<file path="src/rtl/riscv_defs.sv">
// Shared widths and fetch FSM state encoding for the instruction front end.
// Latency: n/a (types and constants only).
// Backpressure: n/a.
package riscv_defs;

   localparam int NB_WORD = 32;
   localparam int NB_ADDR = 32;

   typedef enum logic [1:0] {
      BOOT = 2'd0,
      RUN  = 2'd1,
      HALT = 2'd2
   } fetch_state_t;

endpackage

</file>
<file path="src/rtl/fetch_fifo.sv">
// Synchronous FIFO holding fetched {addr+4, instruction} entries for decode.
// Latency: head visible combinationally the cycle after the push edge.
// Backpressure: push accepted when not full, or when full with a same-cycle pop.
module fetch_fifo #(
   parameter int DEPTH = 2,
   parameter int WIDTH = 64
) (
   input  logic                       clock,
   input  logic                       reset,
   input  logic                       clear,
   input  logic                       push,
   input  logic [WIDTH-1:0]           push_data,
   input  logic                       pop,
   output logic [WIDTH-1:0]           pop_data,
   output logic                       full,
   output logic                       empty,
   output logic [$clog2(DEPTH):0]     count
);

   localparam int CW = $clog2(DEPTH);
   localparam logic [CW:0] DEPTH_C = (CW+1)'(DEPTH);

   logic [WIDTH-1:0] mem [DEPTH];
   logic [CW:0]      wr_ptr;
   logic [CW:0]      rd_ptr;
   logic             do_push;
   logic             do_pop;

   // Pointers carry one extra wrap bit so full and empty are distinguishable.
   assign count    = wr_ptr - rd_ptr;
   assign full     = (count == DEPTH_C);
   assign empty    = (count == '0);
   assign do_pop   = pop && !empty;
   assign do_push  = push && (!full || do_pop);
   assign pop_data = mem[rd_ptr[CW-1:0]];

   // Pointer update; a flush wins over any push or pop in the same cycle.
   always_ff @(posedge clock or negedge reset) begin
      if (!reset) begin
         wr_ptr <= '0;
         rd_ptr <= '0;
      end else if (clear) begin
         wr_ptr <= '0;
         rd_ptr <= '0;
      end else begin
         if (do_push) wr_ptr <= wr_ptr + 1'b1;
         if (do_pop)  rd_ptr <= rd_ptr + 1'b1;
      end
   end

   // Storage write; contents need no reset because the pointers gate visibility.
   always_ff @(posedge clock) begin
      if (do_push && !clear) mem[wr_ptr[CW-1:0]] <= push_data;
   end

endmodule

</file>
<file path="src/rtl/fetch_unit.sv">
// Instruction fetch: issues in-order memory reads, buffers responses, hands them to decode.
// Latency: first instruction two edges after a redirect with single-cycle memory.
// Backpressure: stops requesting once outstanding + buffered reaches FB_DEPTH; holds head while i_ready low.
module fetch_unit
   import riscv_defs::*;
#(
   parameter logic [NB_ADDR-1:0] RESET_PC = 32'h0000_0000,
   parameter int                 FB_DEPTH = 2
) (
   input  logic               i_clock,
   input  logic               i_reset,
   output logic               o_imem_req,
   output logic [NB_ADDR-1:0] o_imem_addr,
   input  logic               i_imem_gnt,
   input  logic               i_imem_rvalid,
   input  logic [NB_WORD-1:0] i_imem_rdata,
   input  logic               i_redirect,
   input  logic [NB_ADDR-1:0] i_redirect_addr,
   output logic               o_valid,
   input  logic               i_ready,
   output logic [NB_WORD-1:0] o_instruction,
   output logic [NB_WORD-1:0] o_pc,
   output logic               o_fault
);

   localparam int            CW      = $clog2(FB_DEPTH);
   localparam logic [CW+1:0] DEPTH_W = (CW+2)'(FB_DEPTH);

   fetch_state_t              state;
   fetch_state_t              state_next;
   logic [NB_ADDR-1:0]        pc;
   logic [NB_ADDR-1:0]        rsp_pc;
   logic [CW:0]               outstanding;
   logic [CW:0]               out_next;
   logic [CW:0]               drop_cnt;
   logic [CW:0]               fb_count;
   logic                      ignore_rsp;
   logic                      redirect_ok;
   logic                      redirect_bad;
   logic                      grant;
   logic                      rsp_live;
   logic                      push;
   logic                      pop;
   logic                      fb_full;
   logic                      fb_empty;
   logic [NB_ADDR+NB_WORD-1:0] head;

   assign redirect_ok  = (state == RUN) && i_redirect && (i_redirect_addr[1:0] == 2'b00);
   assign redirect_bad = (state == RUN) && i_redirect && (i_redirect_addr[1:0] != 2'b00);

   // Credit check counts responses still owed to us, including ones that will be dropped.
   assign o_imem_req  = (state == RUN) && !i_redirect &&
                        (({1'b0, outstanding} + {1'b0, fb_count}) < DEPTH_W);
   assign o_imem_addr = pc;
   assign grant       = o_imem_req && i_imem_gnt;

   // Responses seen before the first post-reset grant belong to a previous life.
   assign rsp_live = i_imem_rvalid && !ignore_rsp;
   assign push     = rsp_live && (state == RUN) && !i_redirect && (drop_cnt == '0) &&
                     (!fb_full || pop);

   assign o_valid       = (state == RUN) && !fb_empty && !i_redirect;
   assign pop           = o_valid && i_ready;
   assign o_pc          = head[NB_ADDR+NB_WORD-1:NB_WORD];
   assign o_instruction = head[NB_WORD-1:0];
   assign o_fault       = (state == HALT);

   fetch_fifo #(
      .DEPTH (FB_DEPTH),
      .WIDTH (NB_ADDR+NB_WORD)
   ) u_fifo (
      .clock     (i_clock),
      .reset     (i_reset),
      .clear     ((state == RUN) && i_redirect),
      .push      (push),
      .push_data ({rsp_pc + NB_ADDR'(4), i_imem_rdata}),
      .pop       (pop),
      .pop_data  (head),
      .full      (fb_full),
      .empty     (fb_empty),
      .count     (fb_count)
   );

   // Next-state: one boot cycle, then run until a misaligned redirect halts for good.
   always_comb begin
      state_next = state;
      case (state)
         BOOT:    state_next = RUN;
         RUN:     if (redirect_bad) state_next = HALT;
         HALT:    state_next = HALT;
         default: state_next = BOOT;
      endcase
   end

   // In-flight count after this cycle's grant and response.
   always_comb begin
      out_next = outstanding;
      if (grant) out_next = out_next + 1'b1;
      if (rsp_live && (outstanding != '0)) out_next = out_next - 1'b1;
   end

   // State, fetch/response PCs and in-flight bookkeeping.
   always_ff @(posedge i_clock or negedge i_reset) begin
      if (!i_reset) begin
         state       <= BOOT;
         pc          <= RESET_PC;
         rsp_pc      <= RESET_PC;
         outstanding <= '0;
         drop_cnt    <= '0;
         ignore_rsp  <= 1'b1;
      end else begin
         state       <= state_next;
         outstanding <= out_next;
         if (grant) ignore_rsp <= 1'b0;

         if (redirect_ok) pc <= i_redirect_addr;
         else if (grant)  pc <= pc + NB_ADDR'(4);

         // Every accepted response is sequential from the last redirect target.
         if (redirect_ok) rsp_pc <= i_redirect_addr;
         else if (push)   rsp_pc <= rsp_pc + NB_ADDR'(4);

         // Everything still in flight at a redirect is stale.
         if (redirect_ok)                         drop_cnt <= out_next;
         else if (rsp_live && (drop_cnt != '0))   drop_cnt <= drop_cnt - 1'b1;
      end
   end

endmodule

</file>
<file path="config.mk">
export PLATFORM = sky130hd
export DESIGN_NAME = fetch_unit
export DESIGN_NICKNAME = d
export VERILOG_FILES = /design/src/rtl/riscv_defs.sv /design/src/rtl/fetch_fifo.sv /design/src/rtl/fetch_unit.sv
export SDC_FILE = /design/constraint.sdc
export NUM_CORES = 1
export LEC_CHECK = 0
export ABC_AREA = 1
export CAP_MARGIN = 10
export CORE_MARGIN = 2
export CORE_UTILIZATION = 55
export CTS_CLUSTER_DIAMETER = 80
export DETAILED_ROUTE_END_ITERATION = 12
export DONT_BUFFER_PORTS = 1
export PLACE_DENSITY = 0.76
export SYNTH_ARGS = -nofsm -noshare
export SYNTH_HDL_FRONTEND = slang
export SYNTH_SLANG_ARGS = --single-unit
</file>
<file path="constraint.sdc">
create_clock -name i_clock -period 7 [get_ports i_clock]
set_clock_uncertainty 0.05 [all_clocks]
set_input_delay 0.7 -clock i_clock [delete_from_list [all_inputs] [get_ports i_clock]]
set_output_delay 0.7 -clock i_clock [all_outputs]
set_load 0.01 [all_outputs]
</file>
* Word level (Yosys, flattened, before mapping)
Memories as Yosys holds them, arrays and structs flattened.
Index checks and enable logic that the tools add are counted.
** Word-level totals
- Register bits after elaboration :: 75
- Latch bits :: 0
- Memory bits (writable) :: 128
- Memory bits (read-only) :: 0
- Memories :: 1
** Memories
- u_fifo.mem :: words 2, bits a word 64, rd ports 1, clocked after memory_dff 0, wr ports 1, RTL line fetch_fifo.sv:23 : logic [WIDTH-1:0] mem [DEPTH];
** Operators by class
- $add $sub $neg :: 9
- Multiply operators :: 0
- Divide/modulo/power cells :: 0
- Magnitude comparators :: 1
- Equal/unequal tests :: 4
- Shift operators :: 0
- Mux-type cells :: 16
- Bitwise operators :: 0
- Reductions and logical operators :: 38
** Operators by type and width (number)
- two-way mux 32 bit :: 4
- adder 32 x 3 -> 32 bit (second input constant) :: 2
- logical AND 1 bit :: 19
- two-way mux 2 bit :: 9
- nonzero test 2 bit :: 8
- logical NOT 2 bit :: 4
- adder 2 x 1 -> 2 bit (second input constant) :: 3
- one-hot mux 2 bit (3 select lines) :: 1
- logical NOT 1 bit :: 5
- equality test 2 bit (second input constant) :: 2
- subtractor 2 x 1 -> 2 bit (second input constant) :: 2
- adder 2 x 2 -> 3 bit :: 1
- less-than comparator 3 x 2 -> 1 bit (second input constant) :: 1
- equality test 2 x 1 -> 1 bit (second input constant) :: 1
- logical OR 1 bit :: 2
- two-way mux 1 bit :: 2
- != test 2 bit (second input constant) :: 1
- subtractor 2 bit :: 1

* Longest topological paths before layout
- Word-level depth :: 12
- Depth in mapped cells :: 16
- Gate-level depth less buffers :: 15

* Hierarchy
Synthesis repeated with hierarchy kept, for this count alone.
** Unflattened totals
- Cell total of the unflattened synthesis :: 1182
- Area total of the unflattened synthesis :: 10055.9 um2
** Modules (own cells, without submodules)
- fetch_unit :: instances 1, cells each 810, area each 5081.1 um2
- fetch_fifo :: instances 1, cells each 372, area each 4974.8 um2

* Worst setup path after synthesis
No wires, ideal clock.
- Path kind :: input to register
- Start :: in i_redirect
- End :: mem u_fifo.mem[0][0] (enable)
- Setup time :: 486 ps
- Arrival time :: 4050 ps
- Data required time :: 6464 ps
- Slack :: 2414 ps
- Stages on the path :: 6
- Path buffers :: 1
- Cell sequence :: inv_1 nand2_2 o2111ai_1 nand2_2 buf_2 nor2_1
** Between the ends
- Cells in the longest elaborated chain, start to end :: 9
- Elaborated cells between the ends (all ways) :: 15
- Those cells by class :: 2 x mux; 13 x reduce/logical
** RTL lines
- start, declared :: RTL line fetch_unit.sv:17 : input logic i_redirect,
- logical NOT 1 bit :: RTL line fetch_unit.sv:59, fetch_unit.sv:62
- logical AND 1 bit :: RTL line fetch_unit.sv:62 : assign o_valid = (state == RUN) && !fb_empty && !i_redirect;
- logical AND 1 bit :: RTL line fetch_unit.sv:63 : assign pop = o_valid && i_ready;
- logical OR 1 bit / logical AND 1 bit (equally long branches) :: RTL line fetch_unit.sv:60, fetch_fifo.sv:33
- logical AND 1 bit / logical OR 1 bit (equally long branches) :: RTL line fetch_unit.sv:59, fetch_fifo.sv:34
- logical AND 1 bit :: RTL line fetch_fifo.sv:34 : assign do_push = push && (!full || do_pop);
- logical AND 1 bit * :: RTL line fetch_fifo.sv:53 : if (do_push && !clear) mem[wr_ptr[CW-1:0]] <= push_data;
- two-way mux 1 bit * :: RTL line fetch_fifo.sv:53
- two-way mux 1 bit (implied by the code) * :: RTL line fetch_fifo.sv:53
- end, declared :: RTL line fetch_fifo.sv:23
Mark *: on every way between the ends. The rest lies on a longest branch, timed or not.

* Worst setup path in the final report
- Start :: reg u_fifo.rd_ptr[0]
- End :: reg pc[26] (netlist: o_imem_addr[26])
** Between the ends
- Cells in the longest elaborated chain, start to end :: 6
** RTL lines
- start, declared :: RTL line fetch_fifo.sv:25 : logic [CW:0] rd_ptr;
- start signal, assigned :: RTL line fetch_fifo.sv:47 : if (do_pop) rd_ptr <= rd_ptr + 1'b1;
- subtractor 2 bit :: RTL line fetch_fifo.sv:30 : assign count = wr_ptr - rd_ptr;
- adder 2 x 2 -> 3 bit :: RTL line fetch_unit.sv:53 : (({1'b0, outstanding} + {1'b0, fb_count}) < DEPTH_W);
- less-than comparator 3 x 2 -> 1 bit :: RTL line fetch_unit.sv:53
- logical AND 1 bit :: RTL line fetch_unit.sv:52 : assign o_imem_req = (state == RUN) && !i_redirect &&
- net o_imem_req :: RTL line fetch_unit.sv:12 : output logic o_imem_req,
- logical AND 1 bit :: RTL line fetch_unit.sv:55 : assign grant = o_imem_req && i_imem_gnt;
- nonzero test 2 bit (no line)
- end signal, assigned :: RTL line fetch_unit.sv:116 : if (redirect_ok) pc <= i_redirect_addr;
- end signal, assigned :: RTL line fetch_unit.sv:117 : else if (grant) pc <= pc + NB_ADDR'(4);
- end, declared :: RTL line fetch_unit.sv:31 : logic [NB_ADDR-1:0] pc;
The timed path passes the listed nets, and every way through them passes these cells.
A chain may end at the register's enable or synchronous reset.

==> flow_metrics.env <==
export IMPL_nets=1229
export IMPL_antenna_cells=0
export IMPL_crit_buf_inv=3
export IMPL_status="finished, final reports clean"
export IMPL_syn_nets=1235
export IMPL_syn_area_sq_mm=0.01000
export IMPL_grt_pass1_wl_um=37170
export IMPL_reg2reg_depth=12
export IMPL_cts_htree_levels=1
export IMPL_yosysSeqAreaShare=0.5721
export IMPL_crit_fanout=68
export IMPL_power_density_mw_per_mm2=391.5
export IMPL_rrSetupSlack_ns=2.76
export IMPL_cp_common_cell="nand2_1"
export IMPL_cts_root_buf="clkbuf_16"
export IMPL_wl_um=23220
export IMPL_synthArstFlopShare=0.3695
export IMPL_r2r_start="u_fifo.rd_ptr[0]$_DFFE_PN0P_"
export IMPL_start_util=0.5586
export IMPL_wire_per_inst_um=16.64
export IMPL_clk_latency_ns=0.49
export IMPL_slew_viol_final=0
export IMPL_critical_path_top_delay_family="simple AND/OR/NAND/NOR gates"
export IMPL_grt_antenna_before_repair=0
export IMPL_crit_chain="buf_4 > ha_1 > or2_2 > fa_1 > nand2_1 > nor2_4 > nand2_1 > nand2_1 > buf_4 > inv_2 > a21oi_1 > a21oi_1"
export IMPL_grt_pass1_vias=7125
export IMPL_vdd_drop_max_uv=259.9
export IMPL_final_design_area_no_fill_sq_mm=0.01098
export IMPL_vias=7643
export IMPL_start_kind="flip-flop"
export IMPL_syn_to_final_growth_pct=9.771
export IMPL_synth_warnings=0
export IMPL_gp_congestion=0.9278
export IMPL_dp_hpwl_um=16030
export IMPL_rsz0062_at_grt="no"
export IMPL_p_leak_nw=4.667
export IMPL_cts_tree="yes"
export IMPL_dieArea_sq_mm=0.01928
export IMPL_netlist_area_leader_share=0.3843
export IMPL_yosysTopAreaCell="edfxtp_1"
export IMPL_timing_rr_end="o_imem_addr[26]$_DFFE_PN0P_"
export IMPL_slew_limit_headroom=0.2362
export IMPL_grt_util_met2=0.3744
export IMPL_setup_viol=0
export IMPL_busiest_layer="met2"
export IMPL_grt_ovfl_total=0
export IMPL_period_minus_slack_ns=4.236
export IMPL_syn_mean_instance_area_sq_um=8.651
export IMPL_min_path_type="in -> async"
export IMPL_postSynthCellCount=1156
export IMPL_crit_slowest_cell="nand2_1"
export IMPL_cts_sinks=203
export IMPL_final_setup_tns_ns=0
export IMPL_design_core_area_sq_mm=0.01790
export IMPL_grt_use_total=0.2371
export IMPL_port_buffers=0
export IMPL_place_area_sq_mm=0.01016
export IMPL_ys_types=38
export IMPL_die_w_um=138.8
export IMPL_endpoint_kind="flip-flop"
export IMPL_finalCritPeriodShare=0.6051
export IMPL_drv_cap=0
export IMPL_use_met3=0.06872
export IMPL_fin_util=0.6132
export IMPL_chipHeight_um=138.8
export IMPL_dr_pass1_iters=5
export IMPL_io_pins=169
export IMPL_worst_hold_slack_ns=0.04207
export IMPL_detail_route_antenna_nets=0
export IMPL_row_count=49
export IMPL_worstPathRequired_ns=7.32
export IMPL_slowest_delay_ns=0.66
export IMPL_path_class="reg -> reg"
export IMPL_worstPathArrival_ns=4.56
export IMPL_n_fill_cell=1522
export IMPL_cts_made_buffers=22
export IMPL_timing_hold_violations_final=0
export IMPL_drt_initial_drc_count=513
export IMPL_synthFlopType="edfxtp_1"
export IMPL_use_met1=0.3282
export IMPL_power_mw=4.298
export IMPL_clockBufferDepth=3
export IMPL_grt_max_degree=75
export IMPL_fmax_mhz=236.1
export IMPL_synth_seq_cells=203
export IMPL_synth_edf_count=128
export IMPL_synth_area_leaders="edfxtp_1 (38%), nand2_1 (19%), dfrtp_1 (19%)"
export IMPL_drc=0
export IMPL_tightest_slew_ns=1.146
export IMPL_path_clk_slew_ns=0.07
export IMPL_vias_per_cell=5.479
export IMPL_layout_drive_gt1_share=0.08319
power breakdown:
part	leakage (nW)	switching [mW]	internal (mW)
clock network	0.372	0.455	0.754
logic	2.22	0.825	0.389
registers	2.07	0.335	1.54
synthesized netlist by cell type, types with 3 or more instances:
| cell | count |
|---|---|
| nand2_1 | 501 |
| nand3_1 | 77 |
| nand2_2 | 11 |
| buf_4 | 5 |
| inv_2 | 10 |
| or2_2 | 3 |
| a31oi_1 | 8 |
| nor2_4 | 8 |
| nor2_2 | 9 |
| a21oi_1 | 36 |
| clkbuf_1 | 15 |
| buf_1 | 3 |
| o21ai_0 | 19 |
| buf_2 | 13 |
| xor2_2 | 4 |
| xor2_1 | 11 |
| dfrtp_1 | 74 |
| edfxtp_1 | 128 |
| nand3_2 | 3 |
| nand3b_1 | 20 |
| inv_1 | 55 |
| nor2_1 | 115 |
| xnor2_1 | 5 |
| ha_1 | 8 |
flip-flops by register name, indices dropped and copies added (netlist names):
register / cells
rsp_pc: 32
outstanding: 2
o_imem_addr: 32
u_fifo.mem: 128
state: 2
ignore_rsp: 1
u_fifo.wr_ptr: 2
u_fifo.rd_ptr: 2
drop_cnt: 2
layout make-up:
| cell class | count | area, sq um | share of cell area |
|---|---|---|---|
| clock inverters | 11 | 140.1 | 0.01276 |
| flip-flops and latches | 203 | 5723 | 0.5213 |
| well taps | 229 | 286.5 | 0.02610 |
| repair buffers | 7 | 75.07 | 0.006838 |
| clock buffers | 29 | 638.1 | 0.05813 |
| inverters | 65 | 244.0 | 0.02222 |
| multi-input cells | 851 | 3871 | 0.3526 |
routing by layer:
layer,routed length [um],up-vias,share of wire
met5,0,-,0
met4,423,0,0.018
met3,2342,35,0.10
met2,10690,335,0.46
met1,9764,3547,0.42
li1,-,3726,-
what timing repair did:
item	in CTS	in global routing
hold buffers	1	1
endpoints found under the hold margin	74	1
gates resized for setup	0	0
setup buffers	0	0
cell usage in the layout, fill, tap and decap left out, types with 9 or more instances in the layout:
cell type and count:
o21ai_0 19, nand2_2 12, clkbuf_16 23, xor2_1 11, nor2_4 10, inv_1 54, inv_2 11, nor2_2 9
nor2_1 113, nand2_1 500, edfxtp_1 128, nand3_1 77, dfrtp_1 73, a21oi_1 36, nand3b_1 20
worst reg2reg max path: cells and delay by family (launching register included):
family                     cells  cell delay [ns]
and+or+nand+nor                5             1.52
buffers and inverters          3             1.08
adders and majority gates      2             0.88
DFF                            1             0.34
AOI/OAI and AO/OA              2             0.27
through the flow:
step,setup slack (ns),instances
floorplan,2.414,1156
global placement,2.870,1353
detailed placement,2.723,1353
CTS,2.729,1394
global route,2.429,1395
finish,2.764,1395
cell families after synthesis:
family / after synthesis / synth area share
compound gates: 71 / 0.03866
simple gates: 751 / 0.3141
buf+inv: 102 / 0.04254
xor+xnor: 20 / 0.02052
flops: 203 / 0.5721
fa+ha+maj: 9 / 0.01201
worst max-delay path by stage:
stage / to / slack [ns] / from / depth (start not counted)
floorplan: u_fifo.mem[0][0]$_DFFE_PP_ / 2.41 / i_redirect / 6
global placement: o_imem_addr[25]$_DFFE_PN0P_ / 2.87 / u_fifo.rd_ptr[0]$_DFFE_PN0P_ / 12
detailed placement: o_imem_addr[26]$_DFFE_PN0P_ / 2.72 / u_fifo.rd_ptr[0]$_DFFE_PN0P_ / 12
CTS: o_imem_addr[24]$_DFFE_PN0P_ / 2.73 / u_fifo.rd_ptr[0]$_DFFE_PN0P_ / 12
global route: o_imem_addr[26]$_DFFE_PN0P_ / 2.43 / u_fifo.rd_ptr[0]$_DFFE_PN0P_ / 12
finish: o_imem_addr[26]$_DFFE_PN0P_ / 2.76 / u_fifo.rd_ptr[0]$_DFFE_PN0P_ / 12
Power figures use the tool's default switching activity.
